`config.mk`:
```
export PLATFORM = sky130hd
export DESIGN_NAME = booth_r4_seq_mul
export DESIGN_NICKNAME = d
export VERILOG_FILES = /design/src/rtl/booth_pkg.sv /design/src/rtl/booth_pp_gen.sv /design/src/rtl/booth_r4_seq_mul.sv
export SDC_FILE = /design/constraint.sdc
export NUM_CORES = 1
export LEC_CHECK = 0
export CAP_MARGIN = 0
export CORE_MARGIN = 10
export CORE_UTILIZATION = 53
export DETAILED_ROUTE_END_ITERATION = 8
export GPL_ROUTABILITY_DRIVEN = 0
export GPL_TIMING_DRIVEN = 1
export PLACE_DENSITY = 0.85
export REMOVE_ABC_BUFFERS = 1
export SLEW_MARGIN = 20
export SYNTH_ARGS = -nofsm -noshare
export SYNTH_HDL_FRONTEND = slang
export SYNTH_SLANG_ARGS = --single-unit
export TNS_END_PERCENT = 30
```
`constraint.sdc`:
```
create_clock -name clk -period 4.1 [get_ports clk]
set_input_delay 0.82 -clock clk [delete_from_list [all_inputs] [get_ports clk]]
set_output_delay 0.82 -clock clk [all_outputs]
set_load 0.02 [all_outputs]
```
`src/rtl/booth_pkg.sv`:
```
// Shared types for the radix-4 Booth multiplier: digit encoding and FSM states.
package booth_pkg;

  typedef enum logic [2:0] {
    ZERO = 3'd0,
    POS1 = 3'd1,
    POS2 = 3'd2,
    NEG1 = 3'd3,
    NEG2 = 3'd4
  } booth_op_e;

  typedef enum logic {
    IDLE = 1'b0,
    RUN  = 1'b1
  } state_e;

  // Map the multiplier window {b[2i+1], b[2i], b[2i-1]} to a Booth digit.
  function automatic booth_op_e booth_encode(input logic [2:0] win);
    booth_op_e op;
    case (win)
      3'b001, 3'b010: op = POS1;
      3'b011:         op = POS2;
      3'b100:         op = NEG2;
      3'b101, 3'b110: op = NEG1;
      default:        op = ZERO;
    endcase
    return op;
  endfunction

endpackage

```
`src/rtl/booth_pp_gen.sv`:
```
// Combinational Booth partial-product selector: 0, +/-A or +/-2A, sign-extended
// to WIDTH+4 bits so that -2A of the most negative extended operand still fits.
module booth_pp_gen
  import booth_pkg::*;
#(
  parameter int WIDTH = 8
) (
  input  booth_op_e                 op,
  input  logic        [WIDTH+1:0]   a,
  output logic signed [WIDTH+3:0]   pp
);

  localparam int PW = WIDTH + 4;

  logic [PW-1:0] a1_s;
  logic [PW-1:0] a2_s;
  logic [PW-1:0] one_s;

  assign a1_s  = {{2{a[WIDTH+1]}}, a};
  assign a2_s  = {a1_s[PW-2:0], 1'b0};
  assign one_s = {{(PW-1){1'b0}}, 1'b1};

  // Select the digit multiple; negation is invert-plus-one.
  always_comb begin
    pp = '0;
    case (op)
      POS1:    pp = a1_s;
      POS2:    pp = a2_s;
      NEG1:    pp = ~a1_s + one_s;
      NEG2:    pp = ~a2_s + one_s;
      default: pp = '0;
    endcase
  end

endmodule

```
`src/rtl/booth_r4_seq_mul.sv`:
```
// Iterative radix-4 Booth multiplier: one digit per clock into an accumulator,
// signed or unsigned operands, start/busy/done handshake.
module booth_r4_seq_mul #(
  parameter int WIDTH = 8
) (
  input  logic                 clk,
  input  logic                 rst_n,
  input  logic                 start,
  input  logic                 signed_mode,
  input  logic [WIDTH-1:0]     multiplicand,
  input  logic [WIDTH-1:0]     multiplier,
  output logic                 busy,
  output logic                 done,
  output logic [2*WIDTH-1:0]   product
);

  import booth_pkg::*;

  localparam int N  = WIDTH / 2 + 1;
  localparam int CW = $clog2(N);
  localparam int XW = WIDTH + 2;
  localparam int PW = WIDTH + 4;
  localparam int RW = 2 * WIDTH;
  localparam logic [CW-1:0] LAST = CW'(N - 1);

  if (((WIDTH % 2) != 0) || (WIDTH < 4)) begin : g_bad_width
    $error("booth_r4_seq_mul: WIDTH must be even and >= 4");
  end

  state_e          state_r;
  logic [CW-1:0]   cnt_r;
  logic [XW-1:0]   a_r;
  logic [XW:0]     m_r;     // extended multiplier with b[-1]=0 appended at bit 0
  logic [RW-1:0]   acc_r;

  logic [XW-1:0]          a_ext_s;
  logic [XW-1:0]          b_ext_s;
  booth_op_e              op_s;
  logic signed [PW-1:0]   pp_s;
  logic signed [RW-1:0]   pp_ext_s;
  logic [RW-1:0]          acc_next_s;

  assign a_ext_s = signed_mode ? {{2{multiplicand[WIDTH-1]}}, multiplicand}
                               : {2'b00, multiplicand};
  assign b_ext_s = signed_mode ? {{2{multiplier[WIDTH-1]}}, multiplier}
                               : {2'b00, multiplier};

  assign op_s = booth_encode(m_r[2:0]);

  booth_pp_gen #(.WIDTH(WIDTH)) u_pp_gen (
    .op (op_s),
    .a  (a_r),
    .pp (pp_s)
  );

  // Modular accumulation is exact because only the low 2*WIDTH bits are kept.
  assign pp_ext_s   = RW'(pp_s);
  assign acc_next_s = acc_r + (pp_ext_s << {cnt_r, 1'b0});

  // Control FSM with operand capture, digit stepping and registered outputs.
  always_ff @(posedge clk or negedge rst_n) begin
    if (!rst_n) begin
      state_r <= IDLE;
      cnt_r   <= '0;
      a_r     <= '0;
      m_r     <= '0;
      acc_r   <= '0;
      busy    <= 1'b0;
      done    <= 1'b0;
      product <= '0;
    end else begin
      case (state_r)
        IDLE: begin
          done <= 1'b0;
          if (start) begin
            a_r     <= a_ext_s;
            m_r     <= {b_ext_s, 1'b0};
            acc_r   <= '0;
            cnt_r   <= '0;
            busy    <= 1'b1;
            state_r <= RUN;
          end
        end
        RUN: begin
          acc_r <= acc_next_s;
          if (cnt_r == LAST) begin
            product <= acc_next_s;
            done    <= 1'b1;
            busy    <= 1'b0;
            state_r <= IDLE;
          end else begin
            m_r   <= {{2{m_r[XW]}}, m_r[XW:2]};
            cnt_r <= cnt_r + CW'(1);
          end
        end
        default: begin
          state_r <= IDLE;
          busy    <= 1'b0;
          done    <= 1'b0;
        end
      endcase
    end
  end

endmodule
```
==> key figures, run 1 <==
Status
  – Status: finished with violations
  – Violated checks: setup timing

CTS
  – Clock buffer depth: 2
  – Post-cts hold buffer count: 0
  – CTS tree: yes
  – Clock Latency Late Sink: 0.35 ns
  – Root Buffer: clkbuf_8
  – Sink Count: 58
  – H-tree depth: 3
  – Number of buffers created by CTS: 9
  – Clock Pin Slew Worst Setup and Hold Paths: roughly 0.080 ns

Floorplanning
  – Die H: between 100 and 150 um
  – Num rows: 31
  – Top Ports: 38
  – Die X: 107 um
  – Starting Density: 0.548
  – Die area: 11500 um^2
  – Core box area: 7330 um^2

STA
  – Setup WS post-layout: -0.134 ns
  – Period minus WS final: 4.23 ns
  – F_max: 236 MHz
  – Final Cycle Share: 1.03
  – Worst Skew: 0.0179 ns
  – Rel. slew slack: 0.530
  – Worst-Margin Slew: 0.706 ns
  – Fin. max-slew vios: 0
  – RSZ-0062 raised after global routing: true
  – Hold Violations, Final: 0
  – Setup-failing EPs final: 4

Critical path
  – Worst EP arrival: 4.46 ns
  – CP Class: reg2reg
  – Critical path's slowest cell: or4_4
  – Critical Path Sink Type: flop
  – Crit path max fanout: 3
  – Crit path launch type: flop
  – CP Data Required Time: 4.33 ns
  – Critical Path, Cell by Cell: or4_4 > or4b_4 > or3_1 > o21ai_1 > a211o_1 > mux2i_1 > mux2_4 > o22ai_2 > ha_1 > a21o_1 > a21o_1 > a21oi_2 > nor2_2 > a211oi_2 > o31ai_2 > xnor2_1 > mux2_4
  – Max incr delay on CP: roughly 0.56 ns

Routing
  – Vias per inst: 6.10
  – Via count: 3765
  – Drt first pass iters: 6
  – Routed WL: 10600 um
  – Wire length per cell: 17.1 um
  – DR iter-0 viols: 401
  – Post-route ant nets: 0
  – Remaining DRCs: 0

GRT
  – GRT Resource Usage Total: 0.179
  – Antenna violations before repair: 0
  – Via count of the first global-routing pass: 3747
  – First-pass GRT wire length: 17000 um
  – Largest net degree at the start of global routing: 35
  – Overflow after GRT: 0

Hold path
  – HP Class: in2async

Synth
  – Post-synthesis cell type count: 63
  – Avg Inst Size Synth: about 8.9 um^2
  – EDFF count, synth: 0
  – FF+latch count, synth: 58
  – Cell area after synthesis: 4020 um^2
  – Warnings from Yosys: 0
  – Main synth FF type: dfrtp_1
  – Post-synthesis async set-or-reset flop share: 1.00
  – Cells after Synth: 452
  – Post-synthesis sequential area ratio: 0.361

Cells and area
  – Most frequent cells in the layout: 56 x dfrtp_1, 44 x buf_4, 43 x nand2_1, 36 x clkdlybuf4s50_1, 34 x o21ai_0
  – Share of cells above drive strength 1: 0.201
  – Ant diodes: 0
  – Post-layout util: 0.679
  – Nets: ~550
  – Layout area overhead: 23.9%
  – Most common cell after layout, fill and taps aside: dfrtp_1

Job
  – Max-cap violations: 0

Placed design
  – Dpl hpwl: about 7600 um
  – Count of input and output buffers: 37
## timing repair
item / in CTS / in global routing
endpoints found under the setup margin: 9 / 16
gates cloned: 0 / 0
resized for setup: 13 / 8
buffers inserted: 3 / 1
pin swaps: 18 / 10
## path summary, 6_finish.rpt
kind	startpoint	end	slack, ns	depth (start not counted)
max	a_r[3]	product[15]	-0.13	17
max in group asynchronous	rst_n	a_r[1]	2.73	2
min reg2reg	m_r[4]	m_r[4]	0.48	2
min	rst_n	product[1]	0.45	1
max reg2reg	a_r[3]	product[15]	-0.13	17
min in group clk	m_r[4]	m_r[4]	0.48	2
## routing by layer
metal / share of wire / GRT usage / routed length (um)
met2: 0.48 / 0.295 / 5030
met1: 0.41 / 0.210 / 4360
met3: 0.075 / 0.0473 / 796
met4: 0.034 / 0.0928 / 362
met5: 0 / 0 / 0
## synthesized netlist by cell type (2+ instances only)
master / instances / area share
buf_2: 2 / 0.0025
a21oi_1: 22 / 0.027
nand3_1: 12 / 0.015
mux2i_1: 19 / 0.047
nand4_1: 3 / 0.0047
nor3b_1: 3 / 0.0056
xnor2_1: 10 / 0.022
inv_1: 18 / 0.017
nor3_1: 11 / 0.014
a311oi_1: 2 / 0.0044
dfrtp_1: 58 / 0.36
a2111oi_0: 2 / 0.0044
a21o_1: 7 / 0.013
nor4_1: 5 / 0.0078
nor2b_1: 6 / 0.0093
or2_2: 3 / 0.0047
mux2_2: 20 / 0.056
o21a_1: 2 / 0.0037
ha_1: 18 / 0.056
nand2b_1: 7 / 0.011
o31ai_1: 11 / 0.021
o22ai_1: 5 / 0.0078
a211oi_1: 7 / 0.013
a22o_1: 9 / 0.020
nand2_1: 44 / 0.041
o21ai_0: 40 / 0.050
nor2_1: 26 / 0.024
buf_1: 5 / 0.0047
clkbuf_1: 22 / 0.021
o21bai_1: 4 / 0.0075
and3_1: 6 / 0.0093
or3_1: 2 / 0.0031
a211o_1: 2 / 0.0044
xor2_1: 8 / 0.017
a31oi_1: 3 / 0.0047
## sequential cells by signal, indices dropped and copies added, names as in the netlist
register	flops
acc_r	16
product	16
m_r	11
a_r	9
cnt_r	3
busy	1
done	1
state_r	1
## logic make-up after synthesis
group                    count (synthesis)  synth area share
AND/OR/NAND/NOR                        137             0.171
AO/OA/AOI/OAI                          133             0.219
flip-flops                              58             0.361
buffers and inverters                   48            0.0455
multiplexers                            39             0.103
adder cells (fa/ha/maj)                 19            0.0610
XOR/XNOR                                18            0.0392
## worst max-delay path: cells and delay by family, from the launching register on
kind / cells / cell delay (ns)
simple gates: 4 / 1.45
xor+xnor: 1 / 0.15
flops: 1 / 0.39
mux: 3 / 0.65
compound gates: 8 / 1.23
fa+ha+maj: 1 / 0.25
## final cells by class
class | instances | area [um^2]
Clock buffer | 11 | 151
Clock inverter | 3 | 40.0
Fill cell | 544 | 2350
Inverter | 19 | 71.3
Multi-Input combinational cell | 346 | 2440
Sequential cell | 58 | 1450
Tap cell | 99 | 124
Timing Repair Buffer | 81 | 696
## stage by stage
| stage | instances | worst slack [ns] | TNS, ns | cell area (um^2) | hold slack (ns) |
|---|---|---|---|---|---|
| after global routing | 617 | -0.249 | -1.41 | 4980 | 0.479 |
| after detailed placement | 599 | -0.205 | -0.494 | 4700 | 0.469 |
| after floorplan | 423 | -0.107 | -0.247 | 3910 | 0.450 |
| after CTS | 616 | -0.0936 | -0.256 | 4950 | 0.458 |
| after global placement | 599 | -0.0272 | -0.0272 | 4700 | 0.462 |
| final | 617 | -0.134 | -0.275 | 4980 | 0.447 |
Power of run 1 is left out: the tool's default activity adds up to more than one toggle a clock period on the data nets, which glitch-free logic cannot reach.
==> run 2: changes to the inputs <==
- PLACE_DENSITY: 0.85 -> 0.84
- SYNTH_HIERARCHICAL: not set -> 1
==> run 2 against run 1 <==
  * Worst setup slack improved by 0.20 ns
  * Critical path type unchanged
  * The run now ends clean
  * Clock skew fell by 0.011 ns
  * Final area rose by 3.1%
  * Sequential share of layout area fell by 0.94 points
  * Critical endpoint unchanged
  * Synthesized cell count fell by 4.4%
==> key figures, run 2 <==
Synth
  – Cell area after synthesis: 4100 um^2
  – Synth area leaders: dfrtp_1 35%, mux2_2 6.6%, ha_1 5.5%
  – FF+latch count, synth: 58
  – Most common cell in the netlist: dfrtp_1
  – Adder-cell share of the synthesized area: 0.0599
  – Post-synthesis async set-or-reset flop share: 1.00
  – Simple-gate share of the synthesized area: 0.137
  – Post-synthesis sequential area ratio: 0.354
  – Avg Inst Size Synth: 9.48 um^2
  – Synth top area share: 0.354
  – Post-synthesis cell type count: 69
  – Synth Area in XOR/XNOR: 0.0553
  – Cells after Synth: 432
  – Main synth FF type: dfrtp_1
  – Post-synth top cells: 58 x dfrtp_1, 32 x nand2_1, 29 x o21ai_0, 28 x a21oi_1, 26 x nor2_1
  – Warnings from Yosys: 6
  – Synth area leader: dfrtp_1
  – Largest family of logic cells by synthesized area: compound AO/OA/AOI/OAI gates
  – Compound-gate portion of the synthesized area: 0.217
  – EDFF count, synth: 0
  – Multiplexer area fraction after synthesis: 0.126

Cells and area
  – Most common cell after layout, fill and taps aside: dfrtp_1
  – Filler cell count: 517
  – Most frequent cells in the layout: 58 x dfrtp_1, 36 x clkdlybuf4s50_1, 32 x nand2_1, 24 x mux2_2, 24 x a21oi_1
  – Final cell count without fillers: 577
  – FF+latch area: 1450 um^2
  – Nets: just over 500
  – Biggest regs: acc_r (16), product (16), m_r (11)
  – Share of cells above drive strength 1: 0.272
  – Multi-input gate area: 2720 um^2
  – Ant diodes: 0
  – Layout area overhead: 25.4%

Critical path
  – Critical Path Sink Type: flop
  – CP Class: reg2reg
  – Worst EP arrival: 4.26 ns
  – Crit path max fanout: 7
  – Crit path launch type: flop
  – CP Data Required Time: between 4 and 5 ns

Routing
  – Drt first pass iters: 5
  – Vias per inst: 6.24
  – Wire length per cell: roughly 18 um
  – Remaining DRCs: 0
  – Routed WL: 10600 um
  – Via count: 3598
  – DR iter-0 viols: approximately 380
  – Post-route ant nets: 0

STA
  – Worst-Margin Slew: 0.882 ns
  – Period minus WS final: around 4 ns
  – Rel. slew slack: 0.412
  – Setup WS post-layout: around 0.063 ns
  – Worst Skew: 0.00731 ns
  – F_max: approximately 250 MHz
  – Setup-failing EPs final: 0
  – Fin. max-slew vios: 0
  – Hold Violations, Final: 0
  – Hold Slack: 0.481 ns
  – Final Cycle Share: 0.985

Floorplanning
  – Starting Density: 0.556
  – Top Ports: 38
  – Core box area: 7370 um^2
  – Die X: between 100 and 150 um
  – Num rows: 31
  – Die H: 108 um
  – Die area: 11600 um^2

GRT
  – Overflow after GRT: 0
  – Largest net degree at the start of global routing: 37
  – Antenna violations before repair: 0
  – GRT Resource Usage Total: 0.170
  – Via count of the first global-routing pass: 3424
  – First-pass GRT wire length: 16300 um

CTS
  – H-tree depth: 3
  – Root Buffer: clkbuf_8
  – Clock Pin Slew Worst Setup and Hold Paths: roughly 0.070 ns
  – CTS tree: yes
  – Number of buffers created by CTS: 9
  – Clock buffer depth: 2
  – Sink Count: 58
  – Clock Latency Late Sink: 0.34 ns

Status
  – Status: completed

Placed design
  – Count of input and output buffers: 37
  – Worst slack, placed: -0.110 ns
  – Dpl hpwl: 6790 um
  – Dpl cells: 555

Job
  – Max-cap violations: 0

Hold path
  – HP Class: reg2reg
## run 2: cell types whose count changed after synthesis, sizes merged, moves of 5 or more
cell	previous run	this run
a22o	9	15
nor3	11	5
nand2	44	33
and3	7	2
a211oi	8	3
nor2b	6	11
o31ai	11	2
mux2	20	27
a21oi	22	31
## run 2: layer usage
| layer | global-route usage | wire length (um) |
|---|---|---|
| met1 | 0.207 | 4580 |
| met2 | 0.281 | 5070 |
| met3 | 0.0491 | 734 |
| met4 | 0.0601 | 227 |
| met5 | 0 | 0 |
## run 2: path summary, 6_finish.rpt
| path | startpoint | endpoint | slack (ns) | depth (start not counted) |
|---|---|---|---|---|
| max | a_r[1] | product[15] | 0.06 | 15 |
| min | m_r[3] | m_r[3] | 0.48 | 2 |
| max reg2reg | a_r[1] | product[15] | 0.06 | 15 |
| min reg2reg | m_r[3] | m_r[3] | 0.48 | 2 |
| max in group asynchronous | rst_n | acc_r[12] | 2.76 | 2 |
| min in group asynchronous | rst_n | acc_r[1] | 0.49 | 1 |
## run 2: critical path, cell delays in order, from the launching register on
cell      delay (ns)
dfrtp_1         0.40
buf_4           0.16
or4_4           0.59
o21ai_1         0.20
xor2_1          0.22
o221ai_2        0.18
mux2_4          0.32
mux2i_4         0.17
nor2_1          0.09
ha_2            0.41
nand4_1         0.16
a211oi_2        0.21
nor3_2          0.11
a31oi_1         0.26
xnor2_1         0.14
mux2_1          0.30
## run 2: layout make-up
cell class	count	share of cell area
clock buffers	11	0.0295
clock inverters	4	0.0192
inverters	17	0.0124
multi-input cells	330	0.530
flip-flops and latches	58	0.283
well taps	99	0.0241
repair buffers	58	0.103
## run 2: cell families (layout without fill, tap and decap cells)
group	Yosys count	after routing
AND/OR/NAND/NOR	108	108
AO/OA/AOI/OAI	133	133
buffers and inverters	44	90
multiplexers	45	45
flip-flops	58	58
adder cells (fa/ha/maj)	19	19
XOR/XNOR	25	25
## run 2: metrics by stage
step	TNS, ns	utilization	instance area [um^2]
finish	0	0.697	5140
global route	-0.191	0.697	5140
detailed placement	-0.111	0.617	4550
global placement	0	0.617	4550
CTS	0	0.659	4850
floorplan	0	-	3950
## run 2: what timing repair did
| item | in CTS | in global routing |
|---|---|---|
| pin swaps | 4 | 21 |
| hold buffers | 0 | 0 |
| setup buffers | 3 | 4 |
| setup endpoints to repair | 4 | 13 |
| resized for setup | 8 | 61 |
Power of run 2 is left out for the same reason.
